<file path="src/rtl/la_ctrl_pkg.sv">
// Shared definitions for the logic-analyzer capture sequencer: state encoding,
// register window offsets and STATUS bit layout.
package la_ctrl_pkg;

   typedef enum logic [2:0] {
      ST_IDLE      = 3'd0,
      ST_MOVE      = 3'd1,
      ST_IN_POS    = 3'd2,
      ST_CAPTURING = 3'd3,
      ST_CAPTURED  = 3'd4
   } la_state_t;

   localparam logic [2:0] REG_STATE    = 3'd0;
   localparam logic [2:0] REG_TRIG_LOC = 3'd1;
   localparam logic [2:0] REG_START    = 3'd2;
   localparam logic [2:0] REG_STOP     = 3'd3;
   localparam logic [2:0] REG_STATUS   = 3'd4;
   localparam int         NUM_REGS     = 5;

   localparam int STATUS_TIMED_OUT_BIT = 0;
   localparam int STATUS_FIFO_LSB      = 1;

endpackage

</file>
<file path="src/rtl/la_ctrl_regs.sv">
// Register-bus stage for la_capture_ctrl: one-cycle bus pipeline, window decode,
// TRIGGER_LOC storage, START/STOP strobes and readback.
module la_ctrl_regs
   import la_ctrl_pkg::*;
#(
   parameter int BASE_ADDR    = 0,
   parameter int SAMPLE_DEPTH = 1024
) (
   input  logic                              clk,
   input  logic                              rst,
   input  logic [15:0]                       addr_i,
   input  logic [15:0]                       wdata_i,
   input  logic [15:0]                       rdata_i,
   input  logic                              rw_i,
   input  logic                              valid_i,
   output logic [15:0]                       addr_o,
   output logic [15:0]                       wdata_o,
   output logic [15:0]                       rdata_o,
   output logic                              rw_o,
   output logic                              valid_o,
   input  logic [2:0]                        state,
   input  logic                              timed_out,
   input  logic [$clog2(SAMPLE_DEPTH):0]     fifo_size,
   output logic [$clog2(SAMPLE_DEPTH):0]     trigger_loc,
   output logic                              start,
   output logic                              stop
);

   localparam int AW = $clog2(SAMPLE_DEPTH);
   typedef logic [AW:0] cnt_t;

   localparam logic [16:0] WIN_LO   = 17'(BASE_ADDR);
   localparam logic [16:0] WIN_HI   = 17'(BASE_ADDR + NUM_REGS);
   localparam logic [15:0] DEPTH_M1 = 16'(SAMPLE_DEPTH - 1);

   logic [16:0] addr_ext;
   logic        hit;
   logic [2:0]  offset;
   logic        wr_hit;
   logic [15:0] rd_val;

   assign addr_ext = {1'b0, addr_i};
   assign hit      = valid_i && (addr_ext >= WIN_LO) && (addr_ext < WIN_HI);
   assign offset   = 3'(addr_i - 16'(BASE_ADDR));
   assign wr_hit   = hit && rw_i;

   // Strobes act on the cycle the bus transfer is presented.
   assign start = wr_hit && (offset == REG_START) && wdata_i[0];
   assign stop  = wr_hit && (offset == REG_STOP)  && wdata_i[0];

   always_comb begin
      rd_val = 16'h0000;
      case (offset)
         REG_STATE:    rd_val = 16'(state);
         REG_TRIG_LOC: rd_val = 16'(trigger_loc);
         REG_STATUS: begin
            rd_val[STATUS_TIMED_OUT_BIT]       = timed_out;
            rd_val[STATUS_FIFO_LSB +: AW + 1]  = fifo_size;
         end
         default:      rd_val = 16'h0000;
      endcase
   end

   always_ff @(posedge clk or posedge rst) begin
      if (rst) begin
         addr_o      <= '0;
         wdata_o     <= '0;
         rdata_o     <= '0;
         rw_o        <= 1'b0;
         valid_o     <= 1'b0;
         trigger_loc <= '0;
      end else begin
         addr_o  <= addr_i;
         wdata_o <= wdata_i;
         rw_o    <= rw_i;
         valid_o <= valid_i;
         rdata_o <= (hit && !rw_i) ? rd_val : rdata_i;
         // Position is frozen while a run is in progress.
         if (wr_hit && (offset == REG_TRIG_LOC) && (state == ST_IDLE)) begin
            trigger_loc <= (wdata_i > DEPTH_M1) ? cnt_t'(DEPTH_M1) : cnt_t'(wdata_i);
         end
      end
   end

endmodule

</file>
<file path="src/rtl/la_capture_ctrl.sv">
// Logic-analyzer acquisition sequencer: positions the trigger inside the sample buffer.
// Optional auto-trigger timeout in IN_POSITION is built when LA_CTRL_TIMEOUT_EN is defined.
//
// state      | meaning
// IDLE       | disarmed, waiting for START
// MOVE       | filling trigger_loc pre-trigger samples
// IN_POS     | sliding pre-trigger window (acquire+pop) until trigger
// CAPTURING  | collecting post-trigger samples
// CAPTURED   | buffer full, waiting for STOP
module la_capture_ctrl
   import la_ctrl_pkg::*;
#(
   parameter int BASE_ADDR      = 0,
   parameter int SAMPLE_DEPTH   = 1024,
   parameter int TIMEOUT_CYCLES = 65535
) (
   input  logic                           clk,
   input  logic                           rst,
   input  logic                           trig,
   input  logic [$clog2(SAMPLE_DEPTH):0]  fifo_size,
   output logic                           acquire,
   output logic                           pop,
   output logic                           clear,
   input  logic [15:0]                    addr_i,
   input  logic [15:0]                    wdata_i,
   input  logic [15:0]                    rdata_i,
   input  logic                           rw_i,
   input  logic                           valid_i,
   output logic [15:0]                    addr_o,
   output logic [15:0]                    wdata_o,
   output logic [15:0]                    rdata_o,
   output logic                           rw_o,
   output logic                           valid_o
);

   localparam int AW = $clog2(SAMPLE_DEPTH);
   typedef logic [AW:0] cnt_t;

   if (TIMEOUT_CYCLES < 1) begin : g_bad_timeout
      $error("TIMEOUT_CYCLES must be at least 1");
   end

   la_state_t state;
   cnt_t      pre_cnt;
   cnt_t      post_cnt;
   cnt_t      trigger_loc;
   cnt_t      post_target;
   logic      start;
   logic      stop;
   logic      timed_out;
   logic      to_hit;
   logic      trig_eff;
   logic [1:0] rst_pipe;
   logic       rst_int;

   // Reset asserts immediately, releases two clocks after rst drops.
   always_ff @(posedge clk or posedge rst) begin
      if (rst) rst_pipe <= 2'b11;
      else     rst_pipe <= {rst_pipe[0], 1'b0};
   end
   assign rst_int = rst_pipe[1];

   la_ctrl_regs #(
      .BASE_ADDR    (BASE_ADDR),
      .SAMPLE_DEPTH (SAMPLE_DEPTH)
   ) u_regs (
      .clk         (clk),
      .rst         (rst_int),
      .addr_i      (addr_i),
      .wdata_i     (wdata_i),
      .rdata_i     (rdata_i),
      .rw_i        (rw_i),
      .valid_i     (valid_i),
      .addr_o      (addr_o),
      .wdata_o     (wdata_o),
      .rdata_o     (rdata_o),
      .rw_o        (rw_o),
      .valid_o     (valid_o),
      .state       (state),
      .timed_out   (timed_out),
      .fifo_size   (fifo_size),
      .trigger_loc (trigger_loc),
      .start       (start),
      .stop        (stop)
   );

`ifdef LA_CTRL_TIMEOUT_EN
   logic [31:0] to_cnt;

   assign to_hit = (state == ST_IN_POS) && (to_cnt == 32'(TIMEOUT_CYCLES - 1)) && !trig;

   // Held at zero outside IN_POS, so it starts from zero on every entry.
   always_ff @(posedge clk or posedge rst_int) begin
      if (rst_int) begin
         to_cnt    <= '0;
         timed_out <= 1'b0;
      end else begin
         to_cnt <= (state == ST_IN_POS) ? to_cnt + 32'd1 : 32'd0;
         if (to_hit)
            timed_out <= 1'b1;
         else if (start && (state == ST_IDLE))
            timed_out <= 1'b0;
      end
   end
`else
   assign to_hit    = 1'b0;
   assign timed_out = 1'b0;
`endif

   assign trig_eff    = trig | to_hit;
   assign post_target = cnt_t'(SAMPLE_DEPTH) - trigger_loc;
   assign acquire     = (state == ST_MOVE) || (state == ST_IN_POS) || (state == ST_CAPTURING);
   assign pop         = (state == ST_IN_POS) && !trig_eff;

   always_ff @(posedge clk or posedge rst_int) begin
      if (rst_int) begin
         state    <= ST_IDLE;
         pre_cnt  <= '0;
         post_cnt <= '0;
         clear    <= 1'b0;
      end else begin
         clear <= 1'b0;
         if (stop) begin
            state <= ST_IDLE;
         end else begin
            case (state)
               ST_IDLE: begin
                  if (start) begin
                     clear   <= 1'b1;
                     pre_cnt <= '0;
                     state   <= (trigger_loc == '0) ? ST_IN_POS : ST_MOVE;
                  end
               end
               ST_MOVE: begin
                  pre_cnt <= pre_cnt + cnt_t'(1);
                  if (pre_cnt == trigger_loc - cnt_t'(1)) state <= ST_IN_POS;
               end
               ST_IN_POS: begin
                  if (trig_eff) begin
                     post_cnt <= cnt_t'(1);
                     state    <= (post_target == cnt_t'(1)) ? ST_CAPTURED : ST_CAPTURING;
                  end
               end
               ST_CAPTURING: begin
                  post_cnt <= post_cnt + cnt_t'(1);
                  if (post_cnt == post_target - cnt_t'(1)) state <= ST_CAPTURED;
               end
               ST_CAPTURED: state <= ST_CAPTURED;
               default:     state <= ST_IDLE;
            endcase
         end
      end
   end

endmodule

</file>
<file path="config.mk">
export PLATFORM = sky130hd
export DESIGN_NAME = la_capture_ctrl
export DESIGN_NICKNAME = d
export VERILOG_FILES = /design/src/rtl/la_ctrl_pkg.sv /design/src/rtl/la_ctrl_regs.sv /design/src/rtl/la_capture_ctrl.sv
export SDC_FILE = /design/constraint.sdc
export NUM_CORES = 1
export LEC_CHECK = 0
export ABC_AREA = 1
export CORE_ASPECT_RATIO = 1.4
export CORE_UTILIZATION = 35
export CTS_CLUSTER_DIAMETER = 30
export CTS_CLUSTER_SIZE = 30
export DETAILED_ROUTE_END_ITERATION = 12
export GPL_TIMING_DRIVEN = 0
export SETUP_SLACK_MARGIN = 0.5
export SKIP_LAST_GASP = 1
export SLEW_MARGIN = 20
export SYNTH_ARGS = -nofsm -noshare
export SYNTH_HDL_FRONTEND = slang
export SYNTH_SLANG_ARGS = --single-unit
</file>
<file path="constraint.sdc">
create_clock -name clk -period 4.5 [get_ports clk]
set_input_delay 0.45 -clock clk [delete_from_list [all_inputs] [get_ports clk]]
set_output_delay 0.45 -clock clk [all_outputs]
set_load 0.005 [all_outputs]
</file>
==> out/qor.txt <==
final cell count without fillers -> 903
top cells by area, synth -> dfrtp_1 (45%), nand2_1 (9.9%), nand3_1 (5.6%)
Final ANT Viol Nets -> 0
total wire length after detailed routing -> 13.4 mm
Data arrival, critical path -> 2810 ps
clock skew -> 7.98 ps
number of remaining DRC errors -> 0
initial core utilization -> 0.358
total number of nets in the final design -> 784
count of vias placed by the detailed router -> 4,360
placeable core region -> 13,400 um^2
portion of the post-synthesis area used by sequential elements -> 0.465
part of the cycle the worst path needs -> 0.563
area of the die -> 14,200 um^2
Worst Path Class, Setup -> in -> reg
kind of path behind the tightest hold check -> reg -> async
port buffer count -> 116
top cell types by occurrence after synthesis -> nand2_1 (127), dfrtp_1 (87), inv_1 (69)
largest buffer count on any clock path -> 2
RR Endpoint -> state[1]
setup_tns -> 0 ps
overall routing resource usage -> 0.198
Synth warnings -> 0
start of the worst register-to-register path -> u_regs.trigger_loc[0]
average footprint of a synthesized cell -> 8.15 um^2
vias per cell -> 4.83
routed len/inst -> 14.8 um
reported max-cap violation count -> 0
peak supply drop -> 0.000189 V
utilization after layout -> 0.486
Sw Pwr -> 0.916 mW
r2r worst-path depth -> 18
switching power as a share of total power -> 0.366
detailed placer's ending HPWL -> 10.6 mm
Seq cells post-synth -> 89
unrepaired setup endpoints after global routing -> no
time the final worst path needs with I/O delays and setup -> 2530 ps
final std cell area, no fill -> 6510 um^2
Top FF cell, synth -> dfrtp_1
count leader, synth -> nand2_1
H-tree levels -> 3
data required time of the critical path -> 4780 ps
detailed router's first-iteration violation count -> 169
Internal -> 1.59 mW
dpl cell area -> 6200 um^2
final count of pins violating max slew -> 0
Mapped Nets -> 656
proportion of layout cells with a drive suffix above 1 -> 0.110
power after layout -> 2.50 mW
clock tree root driver cell -> clkbuf_16
antenna cells -> 0
via count of the first global-routing pass -> 4,415
Max FO, Critical Path -> 10
footprint of the multi-input gates -> 2230 um^2
DR pass1 iterations -> 5
count of endpoints failing hold in the final timing report -> 0
Fillers -> 1,352
routability congestion estimate -> 0.894
clock input transition at the sequential cells of the worst setup and hold paths -> 70 ps
total setup violations reported at the end of the flow -> 0
endpoint class of the critical path -> flip-flop
overflow left after global routing -> 0
clock tree from TritonCTS -> yes
Synth-to-Final Area Change -> 35.8%
pin count of the biggest net entering global routing -> 49
initial antenna violation count -> 0
type of element launching the critical path -> input port
number of distinct library cell variants in the gate-level netlist after synthesis -> 39
height of the die -> 140 um
post-synth top area share -> 0.454
first-pass GRT wire length -> 21.6 mm
Worst Tran Pin Value -> 630 ps
number of synthesized flops with an enable pin -> 0
relative contribution of sequential cells to total power -> 0.395
Clock Sink Count -> 89
Fmax achieved -> 395 MHz
worst slack at placement -> 1620 ps
post-cts repair resize count -> 0
total power density per cell area -> 384 nW/um^2
setup slack of the critical path after layout -> 1970 ps
clock insertion delay at the later pin of the skew report -> 340 ps
register-to-register setup slack -> 1990 ps
post-synthesis instance area -> 4790 um^2
CTS Hold Buffers Added -> 0
Cells after DPL -> 887
number of buffers added for setup after CTS -> 0
asr flop ratio synth -> 1.00
Static Leakage -> 3.03 nW
number of I/O pins -> 117
power share of the combinational group -> 0.300
cell count after synthesis -> 588
TritonCTS buffer count -> 9
relative slew slack -> 0.578
most area-hungry cell type in the Yosys netlist -> dfrtp_1
result of the run -> finished clean
Std-Cell Rows -> 50
Clk pwr share -> 0.305
floorplan die width -> 101 um
register area -> 2230 um^2
smallest hold slack -> 342 ps
==> state kept, by name, indices dropped and copies added, names as in the netlist <==
| register | flops |
|---|---|
| rst_pipe | 2 |
| u_regs.rw_o | 1 |
| post_cnt | 11 |
| pre_cnt | 11 |
| state | 3 |
| u_regs.rdata_o | 16 |
| clear | 1 |
| u_regs.valid_o | 1 |
| u_regs.trigger_loc | 11 |
| u_regs.wdata_o | 16 |
| u_regs.addr_o | 16 |
==> layout by cell type (no fill, tap or decap), types with 4 or more instances in the layout <==
master,count
a21oi_1,6
nor4_1,5
clkdlybuf4s50_1,116
nand2_1,127
nor2_1,58
nand4_1,8
nand2_2,12
nand3_2,7
clkbuf_16,9
nor3_1,11
ha_1,4
clkbuf_1,6
inv_2,8
nand3b_1,13
o22ai_1,8
nor2_2,4
nand3_1,54
xor2_1,14
nand2_4,11
nor2_4,6
inv_1,68
o21ai_1,9
o21ai_0,35
dfrtp_1,87
==> power by group through the flow <==
| stage | Sequential, mW | Clock, mW | Combinational [mW] |
|---|---|---|---|
| floorplan | 0.980 | 0 | 0.458 |
| global placement | 1.00 | 0 | 0.732 |
| detailed placement | 1.01 | 0 | 0.752 |
| CTS | 0.989 | 0.785 | 0.758 |
| global route | 1.00 | 0.818 | 0.846 |
| finish | 0.989 | 0.764 | 0.750 |
==> critical path, cell delays in order <==
cell,delay [ps]
clkdlybuf4s50_1,500
inv_1,50
nor2_1,100
nand4_1,130
nor2_1,110
and2_1,150
nand2_1,120
o21ai_1,340
nand3_2,230
inv_2,190
buf_2,240
nand4_1,100
o21ai_1,100
==> layout make-up <==
type,instances,share of cell area
plain buffers,10,0.00634
clock buffers,9,0.0346
clock inverters,7,0.0123
inverters,77,0.0448
multi-input cells,412,0.343
flip-flops and latches,89,0.342
well taps,182,0.0350
repair buffers,117,0.181
==> logic make-up (layout without fill, tap and decap cells) <==
logic type / after synthesis / after routing / synth area share
compound gates: 66 / 66 / 0.0757
xor+xnor: 15 / 15 / 0.0274
fa+ha+maj: 4 / 4 / 0.0104
buf+inv: 87 / 220 / 0.0689
flops: 89 / 89 / 0.465
other cells: 1 / 1 / 0.000782
simple gates: 326 / 326 / 0.352
==> how the worst max path moves through the flow <==
| stage | endpoint | startpoint |
|---|---|---|
| 2_1_floorplan | clear | rst_pipe[1] |
| 3_3_place_gp | post_cnt[4] | rst_pipe[1] |
| 3_5_place_dp | pre_cnt[5] | valid_i |
| 4_1_cts | pre_cnt[5] | valid_i |
| 5_1_grt | state[1] | u_regs.trigger_loc[0] |
| 6_report | pre_cnt[5] | valid_i |
==> per-layer routing <==
| metal | global-route usage | routed length (um) | up-vias |
|---|---|---|---|
| met5 | 0 | 0 | - |
| met4 | 0.0992 | 365 | 0 |
| met3 | 0.0294 | 639 | 21 |
| met2 | 0.365 | 7110 | 120 |
| met1 | 0.217 | 5270 | 2063 |
| li1 | - | - | 2156 |
Power figures use the tool's default switching activity.
